<file path="config.mk">
export PLATFORM = sky130hd
export DESIGN_NAME = crt_clock_gen_multi
export DESIGN_NICKNAME = d
export VERILOG_FILES = /design/src/rtl/crt_clock_gen_multi.sv
export SDC_FILE = /design/constraint.sdc
export NUM_CORES = 1
export LEC_CHECK = 0
export ABC_CLOCK_PERIOD_IN_PS = 7700
export BUFFER_PORTS_ARGS = -buffer_cell sky130_fd_sc_hd__buf_4
export CORE_MARGIN = 2
export CORE_UTILIZATION = 35
export CTS_CLUSTER_DIAMETER = 120
export DETAILED_ROUTE_END_ITERATION = 8
export PLACE_DENSITY = 0.61
export SLEW_MARGIN = 0
export SYNTH_ARGS = -nofsm -noshare
export SYNTH_HDL_FRONTEND = slang
export SYNTH_SLANG_ARGS = --single-unit
</file>
<file path="constraint.sdc">
create_clock -name Clock -period 7.7 [get_ports Clock]
set_clock_uncertainty 0.05 [all_clocks]
set_input_delay 0.77 -clock Clock [delete_from_list [all_inputs] [get_ports Clock]]
set_output_delay 0.77 -clock Clock [all_outputs]
set_load 0.03 [all_outputs]
</file>
<file path="src/rtl/crt_clock_gen_multi.sv">
// Multi-channel fractional clock generator: one phase accumulator per channel,
// each producing a square clock or a one-cycle strobe at crt/sys of Clock.
module crt_clock_gen_multi #(
  parameter int FreqWidth = 10,
  parameter int Channels  = 4
) (
  input  logic                          Clock,
  input  logic                          Reset,
  input  logic [FreqWidth-1:0]          SystemClockFreq,
  input  logic [Channels*FreqWidth-1:0] CRTClockFreq,
  input  logic [Channels-1:0]           Mode,
  input  logic                          Load,
  output logic [Channels-1:0]           PixelClock,
  output logic [Channels-1:0]           ConfigError
);

  localparam int IncW = FreqWidth + 1;
  localparam int SumW = FreqWidth + 2;

  // Square mode advances twice as fast so that each wrap is a half period.
  function automatic logic [IncW-1:0] f_inc(input logic [FreqWidth-1:0] crt,
                                            input logic              strobe);
    f_inc = strobe ? {1'b0, crt} : {crt, 1'b0};
  endfunction

  function automatic logic f_cfg_err(input logic [FreqWidth-1:0] sys,
                                     input logic [IncW-1:0]      inc);
    f_cfg_err = (sys == '0) || (inc > {1'b0, sys});
  endfunction

  logic [FreqWidth-1:0] r_sys;
  logic [FreqWidth-1:0] r_crt  [Channels];
  logic [FreqWidth-1:0] r_acc  [Channels];
  logic [Channels-1:0]  r_mode;

  logic [IncW-1:0]      w_inc     [Channels];
  logic [SumW-1:0]      w_sum     [Channels];
  logic [FreqWidth-1:0] w_acc_nxt [Channels];
  logic [Channels-1:0]  w_wrap;
  logic [Channels-1:0]  w_idle;
  logic [Channels-1:0]  w_new_err;
  logic                 w_capture;

  assign w_capture = Reset || Load;

  always_comb begin
    for (int i = 0; i < Channels; i++) begin
      w_inc[i]     = f_inc(r_crt[i], r_mode[i]);
      w_sum[i]     = {1'b0, w_inc[i]} + {2'b0, r_acc[i]};
      w_wrap[i]    = (w_sum[i] >= {2'b0, r_sys});
      w_acc_nxt[i] = w_wrap[i] ? FreqWidth'(w_sum[i] - {2'b0, r_sys})
                               : w_sum[i][FreqWidth-1:0];
      w_idle[i]    = (r_crt[i] == '0) || ConfigError[i];
      w_new_err[i] = f_cfg_err(SystemClockFreq,
                               f_inc(CRTClockFreq[i*FreqWidth +: FreqWidth], Mode[i]));
    end
  end

  // Capture edge re-phases every channel; otherwise each channel accumulates.
  always_ff @(posedge Clock) begin
    if (w_capture) begin
      r_sys       <= SystemClockFreq;
      r_mode      <= Mode;
      PixelClock  <= '0;
      ConfigError <= w_new_err;
      for (int i = 0; i < Channels; i++) begin
        r_crt[i] <= CRTClockFreq[i*FreqWidth +: FreqWidth];
        r_acc[i] <= '0;
      end
    end else begin
      for (int i = 0; i < Channels; i++) begin
        if (w_idle[i]) begin
          r_acc[i]      <= '0;
          PixelClock[i] <= 1'b0;
        end else begin
          r_acc[i]      <= w_acc_nxt[i];
          PixelClock[i] <= r_mode[i] ? w_wrap[i] : (PixelClock[i] ^ w_wrap[i]);
        end
      end
    end
  end

endmodule
</file>
==> results.toml <==
[cts]
cts-buffers-inserted = 9
worst_skew_pair.late_latency_ns = 0.36
clk_pin_slew_ns = 0.08
cts.root.buffer_cell = "sky130_fd_sc_hd__clkbuf_16"
cts_repair_resize_count = 0
clock_tree_from_tritoncts = "done"
count_of_buffers_added_by_post_cts_timing_repair_for_setup = 0
clkSinkCount = 102
post_cts_hold_buffer_count = 0
clock_path_buffers = 2
cts-htree-levels = 3

[final_layout]
final_antenna_diode_count = 0
syn2layout_area_growth_pct = 13.5
final_nets = 1182
fillerInstances = 2570
layout-drive-gt1-share_pct = 17.5

[synthesis]
dominantRegCellSynth = "sky130_fd_sc_hd__edfxtp_1"
synth_compound_gate_area_share_pct = 18.1
combinational_family_with_the_most_area_after_synthesis = "compound AO/OA/AOI/OAI gates"
post_synth_main_area_contributors = "sky130_fd_sc_hd__edfxtp_1 32%, sky130_fd_sc_hd__ha_1 16%, sky130_fd_sc_hd__mux2_2 8.9%"
fraction_of_registers_with_async_set_or_reset_after_synthesis_pct = 0
ys.warnings.count = 0
synthXorXnorAreaFrac_pct = 5.60
synth_area_um2 = 9240
count_of_cell_types_in_the_netlist = 72
post-synth-top-area-cell = "sky130_fd_sc_hd__edfxtp_1"
synth_sequential_area_ratio_pct = 32.7
synth.mux.area_fraction_pct = 10.9
syn-mean-instance-area_um2 = 10.2
synthSimpleGateAreaFrac_pct = 12.1
synthAdderAreaFrac_pct = 18.0
portion_of_synthesized_cell_area_occupied_by_the_leading_cell_type_pct = 31.9
post_synth_inst_count = 901
postSynthRegisterBits = 102
synth_enable_flop_cells = 98

[sta]
finalCriticalPeriod_ns = 4.73
setup_ws_ns = 2.97
finalCritPeriodShare_pct = 61.4
slew_headroom_pct = 31.7
final-max-slew-violation-count = 0
setup_tns_ns = 0
finalHoldViolCount = 0
max_slew.worst_pin.slew_ns = 1.02
unrepaired_setup_endpoints_after_global_routing = "no"
final-setup-viol-count = 0
max_freq_ghz = 0.211

[placement]
place_hpwl_mm = 17.9
port_buffers = 64
post-place-ws_ns = 2.95
place_congestion = 0.881

[floorplan]
initial_utilization_pct = 35.5
floorplan.die.height_um = 166
row_count = 59
dieWidth_um = 166
floorplan.io_pins = 65
die_area_um2 = 27700
core-area_um2 = 26000

[global_route]
wire_length_of_the_first_global_routing_pass_mm = 37.3
first_global_vias = 7234
gr-total-overflow = 0
grt_usage_pct = 16.7
grt_antenna_before_repair = 0
largest_net_degree_at_the_start_of_global_routing = 51

[route]
detail_route.wl_per_cell_um = 17.0
post_drt_via_cell_ratio = 5.36
routed-wl-met2_mm = 9.99
topRoutingLayerUsed = "met4"
met3RoutedLength_mm = 1.23
m1WireLength_mm = 11.1
postRouteAntennaNets = 0
drt_pass1_iterations = 5
total_via_count_in_the_routed_design = 7165
detail_route.iter0.violations = 465
wl_mm = 22.7
drc_errors = 0

[worst_setup_path]
cp_max_fo = 13
timing.critical_path.arrival_ns = 4.77
cp_slowest_cell = "sky130_fd_sc_hd__a2111oi_4"
max_stage_delay_ns = 0.94
timing.critical_path.mode_cell = "sky130_fd_sc_hd__a21oi_1"
worst_setup_path_start_kind = "register"
timing.critical_path.required_ns = 7.74
criticalPathCategory = "reg2reg"
cp-end-kind = "register"
worstPathCellList = "mux2_2 -> ha_1 -> a21o_1 -> a21oi_1 -> o21ai_0 -> a21oi_1 -> xnor2_1 -> ha_1 -> a21oi_1 -> o21ai_0 -> o21ai_0 -> a21oi_1 -> a2111oi_4 -> mux2i_1 -> nor2_1"

[power_and_ir_drop]
seqPwrFrac_pct = 25.8
pwr-share-clk_pct = 15.8
internal-power_w = 0.00162
switching_component_of_the_power_w = 0.00119
vdd.ir_drop.worst_v = 0.000147
swShare_pct = 42.4
power.density_nw_per_um2 = 269
share_comb_of_total_power_pct = 58.4
leakagePower_nw = 4.35

[flow_run]
max-cap-violations = 0

[worst_hold_path]
hp-class = "in2reg"

[status]
outcome = "complete, no violations"
-- Yosys cell counts (all sizes together) (8+ instances only) --
cell	count
a211oi	19
a21o	23
a21oi	72
a31oi	9
and2	8
clkbuf	13
edfxtp	98
fa	8
ha	120
inv	40
mux2	73
mux2i	18
nand2	35
nand2b	11
nand3	26
nand4	18
nor2	63
nor2b	18
nor3	19
nor4	10
o21a	15
o21ai	43
xnor2	35
xor2	24
-- kinds of logic after synthesis --
family	count (synthesis)
multiplexers	91
flip-flops	102
AO/OA/AOI/OAI	241
other	1
AND/OR/NAND/NOR	220
XOR/XNOR	59
buffers and inverters	59
adder cells (fa/ha/maj)	128
-- metal layers --
metal  vias up  global-route usage (%)
met5         -                       0
met4         0                    4.69
met3        25                    2.52
met2       182                    26.5
met1      3337                    23.8
li1       3621                       -
-- sequential cells by signal, indices dropped and copies added (netlist names) --
name / count
ConfigError: 4
PixelClock: 4
r_acc: 40
r_crt: 40
r_mode: 4
r_sys: 10
-- metrics by stage --
stage | utilization [%] | power [W] | hold slack (ns) | cell area [µm²] | instances
2_1_floorplan | - | 0.00205 | 0.538 | 9380 | 940
4_1_cts | 40.3 | 0.00283 | 0.530 | 10500 | 1337
6_report | 40.3 | 0.00282 | 0.546 | 10500 | 1337
5_1_grt | 40.3 | 0.00306 | 0.527 | 10500 | 1337
3_3_place_gp | 39.3 | 0.00235 | 0.527 | 10200 | 1321
3_5_place_dp | 39.3 | 0.00237 | 0.532 | 10200 | 1321
-- final timing paths --
| check | from | endpoint | slack [ns] | cells past startpoint |
|---|---|---|---|---|
| max | r_mode[1] | r_acc[1][8] | 2.97 | 15 |
| max reg2reg | r_mode[1] | r_acc[1][8] | 2.97 | 15 |
| min reg2reg | PixelClock[3] | PixelClock[3] | 0.56 | 3 |
| min | SystemClockFreq[7] | r_sys[7] | 0.55 | 1 |
-- cells in the final DEF, fill, tap and decap left out, types with 5 or more instances in the layout --
| master | Yosys | final |
|---|---|---|
| sky130_fd_sc_hd__nand2_1 | 33 | 33 |
| sky130_fd_sc_hd__mux2_2 | 73 | 73 |
| sky130_fd_sc_hd__nor2b_1 | 18 | 18 |
| sky130_fd_sc_hd__a311o_1 | 6 | 6 |
| sky130_fd_sc_hd__o21a_1 | 15 | 15 |
| sky130_fd_sc_hd__o21ai_1 | 10 | 10 |
| sky130_fd_sc_hd__a21oi_1 | 68 | 68 |
| sky130_fd_sc_hd__inv_1 | 40 | 40 |
| sky130_fd_sc_hd__o21ai_0 | 31 | 31 |
| sky130_fd_sc_hd__fa_1 | 8 | 8 |
| sky130_fd_sc_hd__xnor2_1 | 35 | 35 |
| sky130_fd_sc_hd__a2111oi_0 | 6 | 6 |
| sky130_fd_sc_hd__buf_4 | 1 | 65 |
| sky130_fd_sc_hd__a211oi_1 | 18 | 18 |
| sky130_fd_sc_hd__nand3_1 | 26 | 26 |
| sky130_fd_sc_hd__nor2_1 | 62 | 62 |
| sky130_fd_sc_hd__a21o_1 | 23 | 23 |
| sky130_fd_sc_hd__nand2b_1 | 11 | 11 |
| sky130_fd_sc_hd__nor3_1 | 18 | 18 |
| sky130_fd_sc_hd__o31ai_1 | 5 | 5 |
| sky130_fd_sc_hd__nand4_1 | 18 | 18 |
| sky130_fd_sc_hd__a31oi_1 | 9 | 9 |
| sky130_fd_sc_hd__conb_1 | 1 | 40 |
| sky130_fd_sc_hd__nor4_1 | 10 | 9 |
| sky130_fd_sc_hd__xor2_1 | 24 | 24 |
| sky130_fd_sc_hd__edfxtp_1 | 98 | 98 |
| sky130_fd_sc_hd__mux2i_1 | 18 | 18 |
| sky130_fd_sc_hd__ha_1 | 120 | 120 |
| sky130_fd_sc_hd__clkbuf_16 | 0 | 9 |
| sky130_fd_sc_hd__and2_1 | 8 | 8 |
-- cell type report --
type / instances / area, µm² / area share (%)
Inverter: 40 / 150 / 1.43
Multi-Input combinational cell: 779 / 6130 / 58.5
Clock buffer: 10 / 229 / 2.18
Tap cell: 335 / 419 / 4.00
Clock inverter: 6 / 46.3 / 0.442
Timing Repair Buffer: 65 / 488 / 4.65
Sequential cell: 102 / 3020 / 28.8
-- power by group through the flow --
stage	clock, W	combinational, W	sequential, W
final	0.000446	0.00165	0.000728
after global routing	0.000477	0.00185	0.000737
after CTS	0.000458	0.00164	0.000729
after detailed placement	0	0.00163	0.000739
after global placement	0	0.00161	0.000739
after floorplan	0	0.00132	0.000732
-- critical path, delay by kind of cell, from the launching register on --
kind                       cells  cell delay, ns
adders and majority gates      2            0.64
and+or+nand+nor                1            0.06
DFF                            1            0.60
muxes                          2            0.70
AOI/OAI and AO/OA              9            2.27
xor gates and xnor gates       1            0.17
(Power assumes the default switching activity.)
